==> src/rtl/ps2_key_capture.sv <==
`default_nettype none
// ============================================================================
//  Module      : ps2_key_capture
//  Description : Receive-only PS/2 keyboard front end. Deserialises 11-bit
//                device-to-host frames and filters break, extended and
//                typematic sequences. Presents the two most recent make
//                codes on num1/num2.
//  Revision    : 1.0  initial release
// ============================================================================
module ps2_key_capture #(
    parameter int TIMEOUT = 50000
) (
    input  logic       CLOCK_50,
    input  logic       resetn,
    input  logic       PS2_CLK,
    input  logic       PS2_DAT,
    output logic [7:0] num1,
    output logic [7:0] num2,
    output logic       key_valid,
    output logic       frame_err
);

    localparam logic [15:0] c_TMO   = 16'(TIMEOUT - 1);
    localparam logic [7:0]  c_BREAK = 8'hF0;
    localparam logic [7:0]  c_EXT   = 8'hE0;

    typedef enum logic [1:0] {
        S_IDLE   = 2'd0,
        S_DATA   = 2'd1,
        S_PARITY = 2'd2,
        S_STOP   = 2'd3
    } state_t;

    state_t      r_state;
    logic [2:0]  r_clk_sync;   // [1:0] synchroniser, [2] previous sync'd value
    logic [1:0]  r_dat_sync;
    logic [2:0]  r_cnt;
    logic [7:0]  r_shreg;
    logic        r_par;
    logic [15:0] r_tcnt;
    logic        r_brk;
    logic        r_ext;
    logic [7:0]  r_held;

    logic w_fe;
    logic w_dat;
    logic w_tmo;
    logic w_frame_ok;
    logic w_good;
    logic w_bad;

    assign w_fe  = r_clk_sync[2] & ~r_clk_sync[1];
    assign w_dat = r_dat_sync[1];

    // An in-progress frame is abandoned if no falling edge arrives in time;
    // a falling edge in the same cycle wins over the timeout.
    assign w_tmo = !w_fe && (r_state != S_IDLE) && (r_tcnt == c_TMO);

    // Stop bit high and odd parity over data plus parity bit.
    assign w_frame_ok = w_dat && (^{r_shreg, r_par});
    assign w_good     = w_fe && (r_state == S_STOP) && w_frame_ok;
    assign w_bad      = (w_fe && (r_state == S_IDLE) && w_dat)
                      || (w_fe && (r_state == S_STOP) && !w_frame_ok)
                      || w_tmo;

    // Two-stage synchronisers; idle-high reset values avoid a false edge.
    always_ff @(posedge CLOCK_50 or negedge resetn) begin
        if (!resetn) begin
            r_clk_sync <= 3'b111;
            r_dat_sync <= 2'b11;
        end else begin
            r_clk_sync <= {r_clk_sync[1:0], PS2_CLK};
            r_dat_sync <= {r_dat_sync[0], PS2_DAT};
        end
    end

    // Frame receiver: start / 8 data LSB-first / parity / stop, with timeout.
    always_ff @(posedge CLOCK_50 or negedge resetn) begin
        if (!resetn) begin
            r_state <= S_IDLE;
            r_cnt   <= 3'd0;
            r_shreg <= 8'h00;
            r_par   <= 1'b0;
            r_tcnt  <= 16'd0;
        end else begin
            if (w_fe || (r_state == S_IDLE) || w_tmo) begin
                r_tcnt <= 16'd0;
            end else begin
                r_tcnt <= r_tcnt + 16'd1;
            end

            if (w_tmo) begin
                r_state <= S_IDLE;
                r_cnt   <= 3'd0;
            end else if (w_fe) begin
                case (r_state)
                    S_IDLE: begin
                        if (!w_dat) begin
                            r_state <= S_DATA;
                            r_cnt   <= 3'd0;
                        end
                    end
                    S_DATA: begin
                        r_shreg <= {w_dat, r_shreg[7:1]};
                        r_cnt   <= r_cnt + 3'd1;
                        if (r_cnt == 3'd7) begin
                            r_state <= S_PARITY;
                        end
                    end
                    S_PARITY: begin
                        r_par   <= w_dat;
                        r_state <= S_STOP;
                    end
                    default: begin
                        r_state <= S_IDLE;
                    end
                endcase
            end
        end
    end

    // Scancode decoder: drops break/extended sequences and typematic repeats.
    always_ff @(posedge CLOCK_50 or negedge resetn) begin
        if (!resetn) begin
            num1      <= 8'h00;
            num2      <= 8'h00;
            key_valid <= 1'b0;
            frame_err <= 1'b0;
            r_brk     <= 1'b0;
            r_ext     <= 1'b0;
            r_held    <= 8'h00;
        end else begin
            key_valid <= 1'b0;
            frame_err <= w_bad;
            if (w_bad) begin
                r_brk <= 1'b0;
                r_ext <= 1'b0;
            end else if (w_good) begin
                if (r_shreg == c_BREAK) begin
                    r_brk <= 1'b1;
                end else if (r_shreg == c_EXT) begin
                    r_ext <= 1'b1;
                end else if (r_ext) begin
                    r_brk <= 1'b0;
                    r_ext <= 1'b0;
                end else if (r_brk) begin
                    if (r_shreg == r_held) begin
                        r_held <= 8'h00;
                    end
                    r_brk <= 1'b0;
                end else if (r_shreg != r_held) begin
                    num2      <= num1;
                    num1      <= r_shreg;
                    r_held    <= r_shreg;
                    key_valid <= 1'b1;
                end
            end
        end
    end

endmodule
`default_nettype wire

==> config.mk <==
export PLATFORM = sky130hd
export DESIGN_NAME = ps2_key_capture
export DESIGN_NICKNAME = d
export VERILOG_FILES = /design/src/rtl/ps2_key_capture.sv
export SDC_FILE = /design/constraint.sdc
export NUM_CORES = 1
export LEC_CHECK = 0
export BUFFER_PORTS_ARGS = -buffer_cell sky130_fd_sc_hd__buf_2
export CAP_MARGIN = 20
export CORE_MARGIN = 5
export CORE_UTILIZATION = 50
export CTS_CLUSTER_SIZE = 16
export DETAILED_ROUTE_END_ITERATION = 7
export GPL_TIMING_DRIVEN = 0
export PLACE_DENSITY = 0.71
export REMOVE_ABC_BUFFERS = 1
export SKIP_LAST_GASP = 1
export SLEW_MARGIN = 20
export SYNTH_ARGS = -nofsm -noshare
export SYNTH_HDL_FRONTEND = slang
export SYNTH_SLANG_ARGS = --single-unit
==> constraint.sdc <==
create_clock -name CLOCK_50 -period 2.6 [get_ports CLOCK_50]
set_input_delay 0.13 -clock CLOCK_50 [delete_from_list [all_inputs] [get_ports CLOCK_50]]
set_output_delay 0.13 -clock CLOCK_50 [all_outputs]
set_load 0.03 [all_outputs]
==> impl_metrics.csv, run 1 <==
group,metric,value,unit
layout,nets,289,
hold_path,hold_path.class,"reg -> reg",
sta,fmax,0.4119,GHz
synthesis,synth_top_area_cell,"dfrtp_1",
cts,cts_root_buffer,"clkbuf_8",
global_routing,grt_overflow,0,
worst_setup_path,cp_slowest_stage_delay,0.48,ns
floorplanning,die_area,7774,um2
layout,mostFrequentLayoutCells,"dfrtp_1, nor2_1, mux2_2",
sta,min_period,2.428,ns
synthesis,synth_area_leaders,"dfrtp_1, mux2_2, mux2_4, dfstp_2, xor2_1",
worst_setup_path,worstPathArrival,2.65,ns
worst_setup_path,crit_required,2.82,ns
synthesis,synth.distinct_cells,40,
synthesis,netlist_area,3055,um2
cts,clockBufferDepth,2,
placed_design,dp_hpwl,3.454,mm
worst_setup_path,critical_path.cell_chain,"xnor3_1, xnor3_2, xor2_1, or2_4, and4b_2, mux2_4",
synthesis,ys_async_sr_fraction,1.000,
routing,drc_errors,0,
sta,tightest_slew,0.7530,ns
worst_setup_path,start_kind,"flop",
worst_setup_path,critPathKind,"reg -> reg",
synthesis,avgSynthCellArea,12.08,um2
sta,slew_headroom,0.4980,
cts,clkTransAtPathRegs,0.07,ns
power_and_ir_drop,p_leak,1.696,nW
routing,first_pass_iters,4,
worst_setup_path,crit_slowest_cell,"dfrtp_2",
synthesis,synth_seq_area_share,0.5180,
global_routing,track_usage,0.1545,
synthesis,synth_cells,253,
floorplanning,std_cell_rows,28,
routing,totalWireLength,5.208,mm
routing,vias,1832,
global_routing,grt_pass1_vias,1937,
routing,wl_per_cell,14.59,um
global_routing,grt_pass1_wl,9.087,mm
layout,drive_gt1_frac,0.3085,
sta,final.period_utilization,0.9337,
routing,via_per_inst,5.132,
sta,grt_setup_unrepaired,"false",
placed_design,gp_congestion,0.7668,
floorplanning,start_util,0.5161,
sta,fin_skew,0.007003,ns
cts,post_cts_buffers,0,
layout,final_cell_count_no_fill,357,
layout,fill_cells,487,
synthesis,yosys_warnings,0,
sta,worst_slack,0.1723,ns
run,drv_cap,0,
layout,ff_latch_area,1584,um2
global_routing,grt_max_degree,64,
floorplanning,ioPinCount,22,
floorplanning,die_w,88.17,um
placed_design,place_ws,-0.1432,ns
layout,area_growth,12.90,%
layout,layout_commonest_cell,"dfrtp_1",
floorplanning,die_y,88.17,um
global_routing,antenna_found_initial,0,
layout,multi_input_area,1383,um2
run_status,status,"finished clean",
routing,ant_nets,0,
layout,insertedDiodeCount,0,
cts,cts.sink_count,63,
cts,worst_skew_pair.late_latency,0.34,ns
power_and_ir_drop,power_density,1101,nW/um2
synthesis,synth_edf_count,0,
cts,cts_buffers,9,
worst_setup_path,worstPathMaxFanout,10,
synthesis,ys.flop_type,"dfrtp_1",
placed_design,dp_cells,338,
synthesis,ys_seq_elements,63,
routing,first_iter_violations,62,
synthesis,synth_top_area_frac,0.4750,
power_and_ir_drop,ir_worst_vdd,700.8,uV
sta,hold_viol_final,0,
worst_setup_path,endpoint_kind,"flop",
placed_design,port_buffers,21,
cts,htreeDepth,3,
floorplanning,coreArea,5921,um2
sta,slew_viol_final,0,
sta,finalSetupViolations,0,
cts,cts_tree,"done",
-- synth_stat cells, drive strengths merged (2+ instances only) --
library cell	count
dfstp	5
xnor3	3
nand3	8
clkbuf	5
mux2	32
and4	2
nor4	3
nor3	7
dfrtp	58
inv	8
nor2b	8
a21oi	5
ha	8
xnor2	12
mux2i	2
or2	2
and3	2
o21ai	5
xor2	14
buf	6
nor2	29
nand2	14
nand4	4
a32oi	2
-- where the power goes --
| group | internal [mW] | switching [mW] |
|---|---|---|
| sequential | 1.19 | 0.248 |
| clock | 0.540 | 0.389 |
| combinational | 0.719 | 0.710 |
| total | 2.45 | 1.35 |
-- flip-flops by register name (all words and copies together), names as in the netlist --
register and count:
r_ext 1, r_tcnt 16, key_valid 1, r_par 1
r_brk 1, r_shreg 8, r_held 8, r_clk_sync 3
r_state 2, num1 8, num2 8, r_dat_sync 2
frame_err 1, r_cnt 3
-- what timing repair did --
action,CTS,global route
endpoints found under the setup margin,8,10
gates resized for setup,2,2
hold endpoints to repair,60,0
hold buffers,3,0
-- critical path, delay by kind of cell (launching register included) --
family,cells,cell delay [ns]
xor gates and xnor gates,3,0.89
muxes,1,0.34
DFF,1,0.48
and+or+nand+nor,2,0.60
-- cells by family after synthesis --
kind of cell	Yosys count	share of synthesized area
multiplexers	34	0.1380
AND/OR/NAND/NOR	84	0.1446
AO/OA/AOI/OAI	16	0.03194
flip-flops	63	0.5180
adder cells (fa/ha/maj)	8	0.03276
XOR/XNOR	29	0.1020
buffers and inverters	19	0.03276
-- worst paths after layout --
path                            cells past startpoint                 endpoint  slack, ns                     from
worst max-delay path                                6    r_held[6]$_DFFE_PN0P_       0.17   r_shreg[4]$_DFFE_PN0P_
worst min-delay path                                0  r_dat_sync[1]$_DFF_PN1_       0.35  r_dat_sync[0]$_DFF_PN1_
worst max register to register                      6    r_held[6]$_DFFE_PN0P_       0.17   r_shreg[4]$_DFFE_PN0P_
worst min register to register                      0  r_dat_sync[1]$_DFF_PN1_       0.35  r_dat_sync[0]$_DFF_PN1_
max in group asynchronous                           2   r_shreg[4]$_DFFE_PN0P_       1.67                   resetn
min in group asynchronous                           2      num2[4]$_DFFE_PN0P_       0.40                   resetn
-- per-layer routing --
metal / vias to the layer above / global-route usage / wire, um
li1: 909 / - / -
met1: 892 / 0.1808 / 2360
met2: 23 / 0.2597 / 2583
met3: 8 / 0.05362 / 196
met4: 0 / 0.06181 / 68
met5: - / 0 / 0
-- per-stage QoR --
step             util  setup TNS, ns  power, mW  area (um2)  hold slack, ns
2_1_floorplan       -              0      2.567        2985         -0.1656
3_3_place_gp   0.5378        -0.2883      2.814        3184          0.2370
3_5_place_dp   0.5383         -1.102      2.870        3187          0.2367
4_1_cts        0.5814              0      3.828        3442          0.3593
5_1_grt        0.5826              0      4.059        3450          0.3646
6_report       0.5826              0      3.798        3450          0.3549
-- area by class of cell --
cell class                 instances  area share
sequential                        63      0.4592
tap                               75     0.02720
inverter                           8    0.008705
timing repair buffer              24     0.03990
clock buffer                       9     0.03591
multi-input combinational        171      0.4008
clock inverter                     7     0.02829
No activity file was read; power rests on OpenSTA's default activity.
==> run 2, diff against run 1 <==
--- a/config.mk
+++ b/config.mk
@@ -7,7 +7,6 @@
 export LEC_CHECK = 0
 export BUFFER_PORTS_ARGS = -buffer_cell sky130_fd_sc_hd__buf_2
 export CAP_MARGIN = 20
-export CORE_MARGIN = 5
 export CORE_UTILIZATION = 50
 export CTS_CLUSTER_SIZE = 16
 export DETAILED_ROUTE_END_ITERATION = 7
==> run 2 against run 1 <==
  * First-iteration DRC count grew 53%
  * Flip-flop and latch count is the same
  * Via count grew 1.9%
  * Utilization shrank 0.23 points
  * Clock skew grew 0.0011 ns
  * Final cell count is the same
  * Worst hold slack gained 0.0015 ns
  * Sequential power is essentially flat
==> impl_metrics.csv, run 2 (synthesis gave the netlist of run 1 again) <==
group,metric,value,unit
floorplanning,die_area,6427,um2
floorplanning,coreArea,5921,um2
power_and_ir_drop,ir_worst_vdd,520.5,uV
floorplanning,die_w,80.17,um
sta,fin_skew,0.008149,ns
worst_setup_path,endpoint_kind,"flop",
sta,final.period_utilization,0.9379,
placed_design,dp_hpwl,3.297,mm
placed_design,dp_cells,338,
routing,first_pass_iters,4,
sta,setup_tns,0,ns
sta,slew_headroom,0.4823,
sta,slew_viol_final,0,
cts,clkTransAtPathRegs,0.08,ns
worst_setup_path,start_kind,"flop",
global_routing,grt_use_met2,0.2966,
floorplanning,std_cell_rows,28,
run,drv_cap,0,
layout,insertedDiodeCount,0,
cts,cts.sink_count,63,
layout,area_growth,12.45,%
cts,worst_skew_pair.late_latency,0.34,ns
global_routing,grt_pass1_vias,1876,
sta,fmax,0.4101,GHz
global_routing,grt_pass1_wl,8.811,mm
layout,drive_gt1_frac,0.3085,
cts,cts_tree,"done",
cts,cts_root_buffer,"clkbuf_8",
floorplanning,die_y,80.17,um
routing,first_iter_violations,95,
hold_path,hold_path.class,"reg -> reg",
layout,mostFrequentLayoutCells,"dfrtp_1, nor2_1, mux2_2",
sta,grt_setup_unrepaired,"false",
power_and_ir_drop,power_density,1089,nW/um2
sta,tightest_slew,0.7765,ns
global_routing,use_met1,0.2356,
layout,utilization,0.5803,
floorplanning,start_util,0.5161,
routing,via_per_inst,5.227,
floorplanning,ioPinCount,22,
cts,post_cts_buffers,0,
sta,hold_viol_final,0,
routing,totalWireLength,5.057,mm
placed_design,port_buffers,21,
layout,fill_cells,485,
cts,clockBufferDepth,2,
global_routing,grt_busiest_layer,"met2",
routing,ant_nets,0,
routing,vias,1866,
layout,final_cell_count_no_fill,357,
sta,min_period,2.439,ns
power_and_ir_drop,p_total,3.742,mW
routing,wl_per_cell,14.17,um
placed_design,gp_congestion,0.7787,
cts,htreeDepth,3,
layout,top_register,"r_tcnt",
worst_setup_path,critPathKind,"reg -> reg",
layout,multi_input_area,1383,um2
sta,finalSetupViolations,0,
run_status,status,"finished clean",
worst_setup_path,worstPathMaxFanout,10,
routing,drc_errors,0,
global_routing,grt_max_degree,64,
power_and_ir_drop,p_leak,1.685,nW
global_routing,use_met3,0.04091,
worst_setup_path,worstPathArrival,2.66,ns
global_routing,track_usage,0.1862,
worst_setup_path,crit_required,2.83,ns
layout,ff_latch_area,1584,um2
layout,nets,289,
cts,cts_buffers,9,
global_routing,antenna_found_initial,0,
layout,largest_reg_flops,16,
layout,layout_commonest_cell,"dfrtp_1",
global_routing,grt_overflow,0,
==> run 2: cell types whose count changed in the layout (fill, tap and decap cells not counted), sizes merged <==
cell | before | now
bufinv | 2 | 1
clkbuf | 9 | 10
clkinv | 3 | 2
clkinvlp | 2 | 3
==> run 2: worst max-delay path: stages (launching register included) <==
cell     delay [ns]
dfrtp_2        0.48
xnor3_1        0.44
xnor3_2        0.26
xor2_1         0.20
or2_4          0.18
and4b_2        0.44
mux2_4         0.33
==> run 2: area by class of cell <==
type                       count  share of cell area
clock inverter                 6             0.02039
clock buffer                  10             0.04006
sequential                    63              0.4610
timing repair buffer          24             0.04006
tap                           75             0.02731
inverter                       8            0.008740
multi-input combinational    171              0.4024
==> run 2: power by group <==
part	internal [mW]	total, mW	switching (mW)	leakage [nW]
logic	0.718	1.43	0.710	0.753
registers	1.19	1.44	0.245	0.837
clock network	0.471	0.877	0.406	0.0947
total	2.38	3.74	1.36	1.68
==> run 2: final timing paths <==
check                                        startpoint                       to  slack (ns)  cells past startpoint
worst max-delay path             r_shreg[4]$_DFFE_PN0P_    r_held[2]$_DFFE_PN0P_        0.16                      6
worst min-delay path            r_dat_sync[0]$_DFF_PN1_  r_dat_sync[1]$_DFF_PN1_        0.36                      0
worst max register to register   r_shreg[4]$_DFFE_PN0P_    r_held[2]$_DFFE_PN0P_        0.16                      6
worst min register to register  r_dat_sync[0]$_DFF_PN1_  r_dat_sync[1]$_DFF_PN1_        0.36                      0
max in group asynchronous                        resetn   r_shreg[4]$_DFFE_PN0P_        1.66                      2
min in group asynchronous                        resetn      num2[4]$_DFFE_PN0P_        0.40                      2
==> run 2: timing repair <==
action	4_1_cts	5_1_grt
endpoints found under the hold margin	60	0
setup endpoints to repair	8	24
hold buffers	3	0
gates resized for setup	1	3
==> run 2: per-stage QoR <==
stage,setup WS [ns],hold WS (ns),cell area (um2)
floorplan,0.2373,-0.1656,2985
global placement,-0.06869,0.2372,3184
detailed placement,-0.1091,0.2363,3187
CTS,0.03261,0.3569,3426
global route,0.05067,0.3636,3436
finish,0.1613,0.3564,3436
==> run 2: per-layer routing <==
| layer | wire length [um] | vias to the layer above |
|---|---|---|
| met3 | 126 | 12 |
| met4 | 116 | 0 |
| met2 | 2376 | 32 |
| li1 | - | 909 |
| met5 | 0 | - |
| met1 | 2437 | 913 |
==> run 3, diff against run 2 <==
--- a/config.mk
+++ b/config.mk
@@ -7,12 +7,11 @@
 export LEC_CHECK = 0
 export BUFFER_PORTS_ARGS = -buffer_cell sky130_fd_sc_hd__buf_2
 export CAP_MARGIN = 20
-export CORE_UTILIZATION = 50
+export CORE_UTILIZATION = 45
 export CTS_CLUSTER_SIZE = 16
 export DETAILED_ROUTE_END_ITERATION = 7
 export GPL_TIMING_DRIVEN = 0
-export PLACE_DENSITY = 0.71
-export REMOVE_ABC_BUFFERS = 1
+export PLACE_DENSITY = 0.65
 export SKIP_LAST_GASP = 1
 export SLEW_MARGIN = 20
 export SYNTH_ARGS = -nofsm -noshare
==> run 3 against run 2 <==
  * The flow now finishes with violations (DRC)
  * Sequential power down 5%
  * First-iteration DRC count is 33% lower
  * Clock power fell by 4.6%
  * Fmax up 0.69%
  * Design area is 2.1% higher
  * Routed wire length is 3.8% lower
  * Clock skew fell by 0.00053 ns
  * Final cell count grew 3.6%
  * Worst setup slack improved by 0.017 ns
  * Critical path type unchanged
  * Largest cell class unchanged
==> impl_metrics.csv, run 3 (synthesis gave the netlist of run 1 again) <==
group,metric,value,unit
worst_setup_path,endpoint_kind,"flop",
floorplanning,start_util,0.4731,
layout,layout_commonest_cell,"dfrtp_1",
cts,post_cts_buffers,0,
power_and_ir_drop,p_total,3.740,mW
cts,clockBufferDepth,2,
floorplanning,coreArea,6459,um2
worst_setup_path,worstPathArrival,2.65,ns
sta,min_period,2.422,ns
cts,worst_skew_pair.late_latency,0.34,ns
layout,drive_gt1_frac,0.3072,
power_and_ir_drop,power_density,1066,nW/um2
layout,mostFrequentLayoutCells,"dfrtp_1, nor2_1, buf_2",
cts,cts.sink_count,63,
worst_setup_path,crit_required,2.82,ns
cts,post_cts_resized,0,
floorplanning,ioPinCount,22,
sta,fmax,0.4129,GHz
routing,wl_per_cell,13.14,um
run,drv_cap,0,
routing,first_pass_iters,6,
global_routing,grt_overflow,0,
sta,finalSetupViolations,0,
cts,cts_buffers,9,
placed_design,dp_cells,352,
worst_setup_path,worstPathMaxFanout,10,
cts,htreeDepth,3,
routing,totalWireLength,4.863,mm
routing,via_per_inst,5.108,
sta,tightest_slew,0.7457,ns
power_and_ir_drop,p_leak,1.737,nW
floorplanning,die_y,84.40,um
routing,first_iter_violations,64,
run_status,violations,"DRC",
sta,grt_setup_unrepaired,"false",
power_and_ir_drop,ir_worst_vdd,535.9,uV
routing,vias,1890,
worst_setup_path,critPathKind,"reg -> reg",
cts,cts_tree,"done",
routing,ant_nets,0,
sta,fin_skew,0.007623,ns
placed_design,gp_congestion,0.7566,
layout,area_growth,14.87,%
global_routing,grt_max_degree,46,
floorplanning,die_w,84.40,um
synthesis,syn-num-nets,265,
sta,slew_headroom,0.5018,
layout,insertedDiodeCount,0,
sta,slew_viol_final,0,
worst_setup_path,start_kind,"flop",
cts,clkTransAtPathRegs,0.07,ns
cts,cts_root_buffer,"clkbuf_8",
global_routing,antenna_found_initial,0,
worst_setup_path,reg2reg_setup_slack,0.18,ns
global_routing,grt_pass1_wl,8.480,mm
layout,top_register,"r_tcnt",
global_routing,grt_pass1_vias,1829,
sta,final.period_utilization,0.9315,
routing,drc_errors,4,
floorplanning,std_cell_rows,29,
layout,nets,300,
floorplanning,die_area,7123,um2
global_routing,track_usage,0.1542,
sta,setup_tns,0,ns
placed_design,dp_hpwl,3.342,mm
sta,hold_viol_final,0,
placed_design,port_buffers,21,
layout,final_cell_count_no_fill,370,
layout,largest_reg_flops,16,
run_status,status,"finished, violations left",
hold_path,hold_path.class,"in -> async",
## run 3: changes by cell type in the layout (fill, tap and decap cells not counted), sizes merged
cell / previous run / this run
clkinv: 2 / 3
inv: 8 / 9
clkbuf: 10 / 13
buf: 21 / 28
clkinvlp: 3 / 2
## run 3: through the flow
stage                     area [um2]  utilization  setup slack, ns  hold slack (ns)
final                           3510       0.5434           0.1781           0.2015
after global routing            3510       0.5434          0.03001           0.2114
after CTS                       3513       0.5440           0.1220           0.1974
after detailed placement        3287       0.5089           0.1354          0.02745
after global placement          3257       0.5043           0.1502           0.2352
after floorplan                 3055            -           0.3579          -0.1656
## run 3: layout make-up
cell class	instances	area, um2
Timing Repair Buffer	25	165.2
Inverter	8	30.03
Sequential cell	63	1583
Buffer	10	66.31
Clock buffer	9	123.9
Fill cell	583	2949
Clock inverter	7	72.57
Tap cell	77	96.34
Multi-Input combinational cell	171	1373
## run 3: report_power, final
group | leakage (nW) | switching [mW] | internal [mW] | total [mW]
logic | 0.803 | 0.772 | 0.759 | 1.53
registers | 0.838 | 0.183 | 1.19 | 1.37
clock network | 0.0956 | 0.394 | 0.443 | 0.837
total | 1.74 | 1.35 | 2.39 | 3.74
## run 3: path summary, 6_finish.rpt
check	start	endpoint	cells past startpoint
min reg2reg	r_clk_sync[0]$_DFF_PN1_	r_clk_sync[1]$_DFF_PN1_	0
max in group asynchronous	resetn	r_clk_sync[0]$_DFF_PN1_	3
min in group CLOCK_50	r_clk_sync[0]$_DFF_PN1_	r_clk_sync[1]$_DFF_PN1_	0
max	r_clk_sync[2]$_DFF_PN1_	num1[0]$_DFFE_PN0P_	7
max reg2reg	r_clk_sync[2]$_DFF_PN1_	num1[0]$_DFFE_PN0P_	7
min	resetn	num2[7]$_DFFE_PN0P_	2
## run 3: worst max-delay path, stage by stage (launching register included)
cell and delay (ns):
dfstp_2 0.51, nor2b_1 0.11, clkbuf_1 0.29, nand2_1 0.20, nor4b_2 0.45, nand4_4 0.25, buf_6 0.22, mux2_4 0.29
## run 3: metal layers
layer,up-vias,GRT usage,wire [um]
li1,941,-,-
met1,915,0.1930,2403
met2,30,0.2496,2220
met3,4,0.06490,199
met4,0,0.03698,41
met5,-,0,0
## run 3: timing repair
item | in CTS | in global routing
setup endpoints to repair | 0 | 2
hold buffers | 3 | 0
hold endpoints to repair | 60 | 0
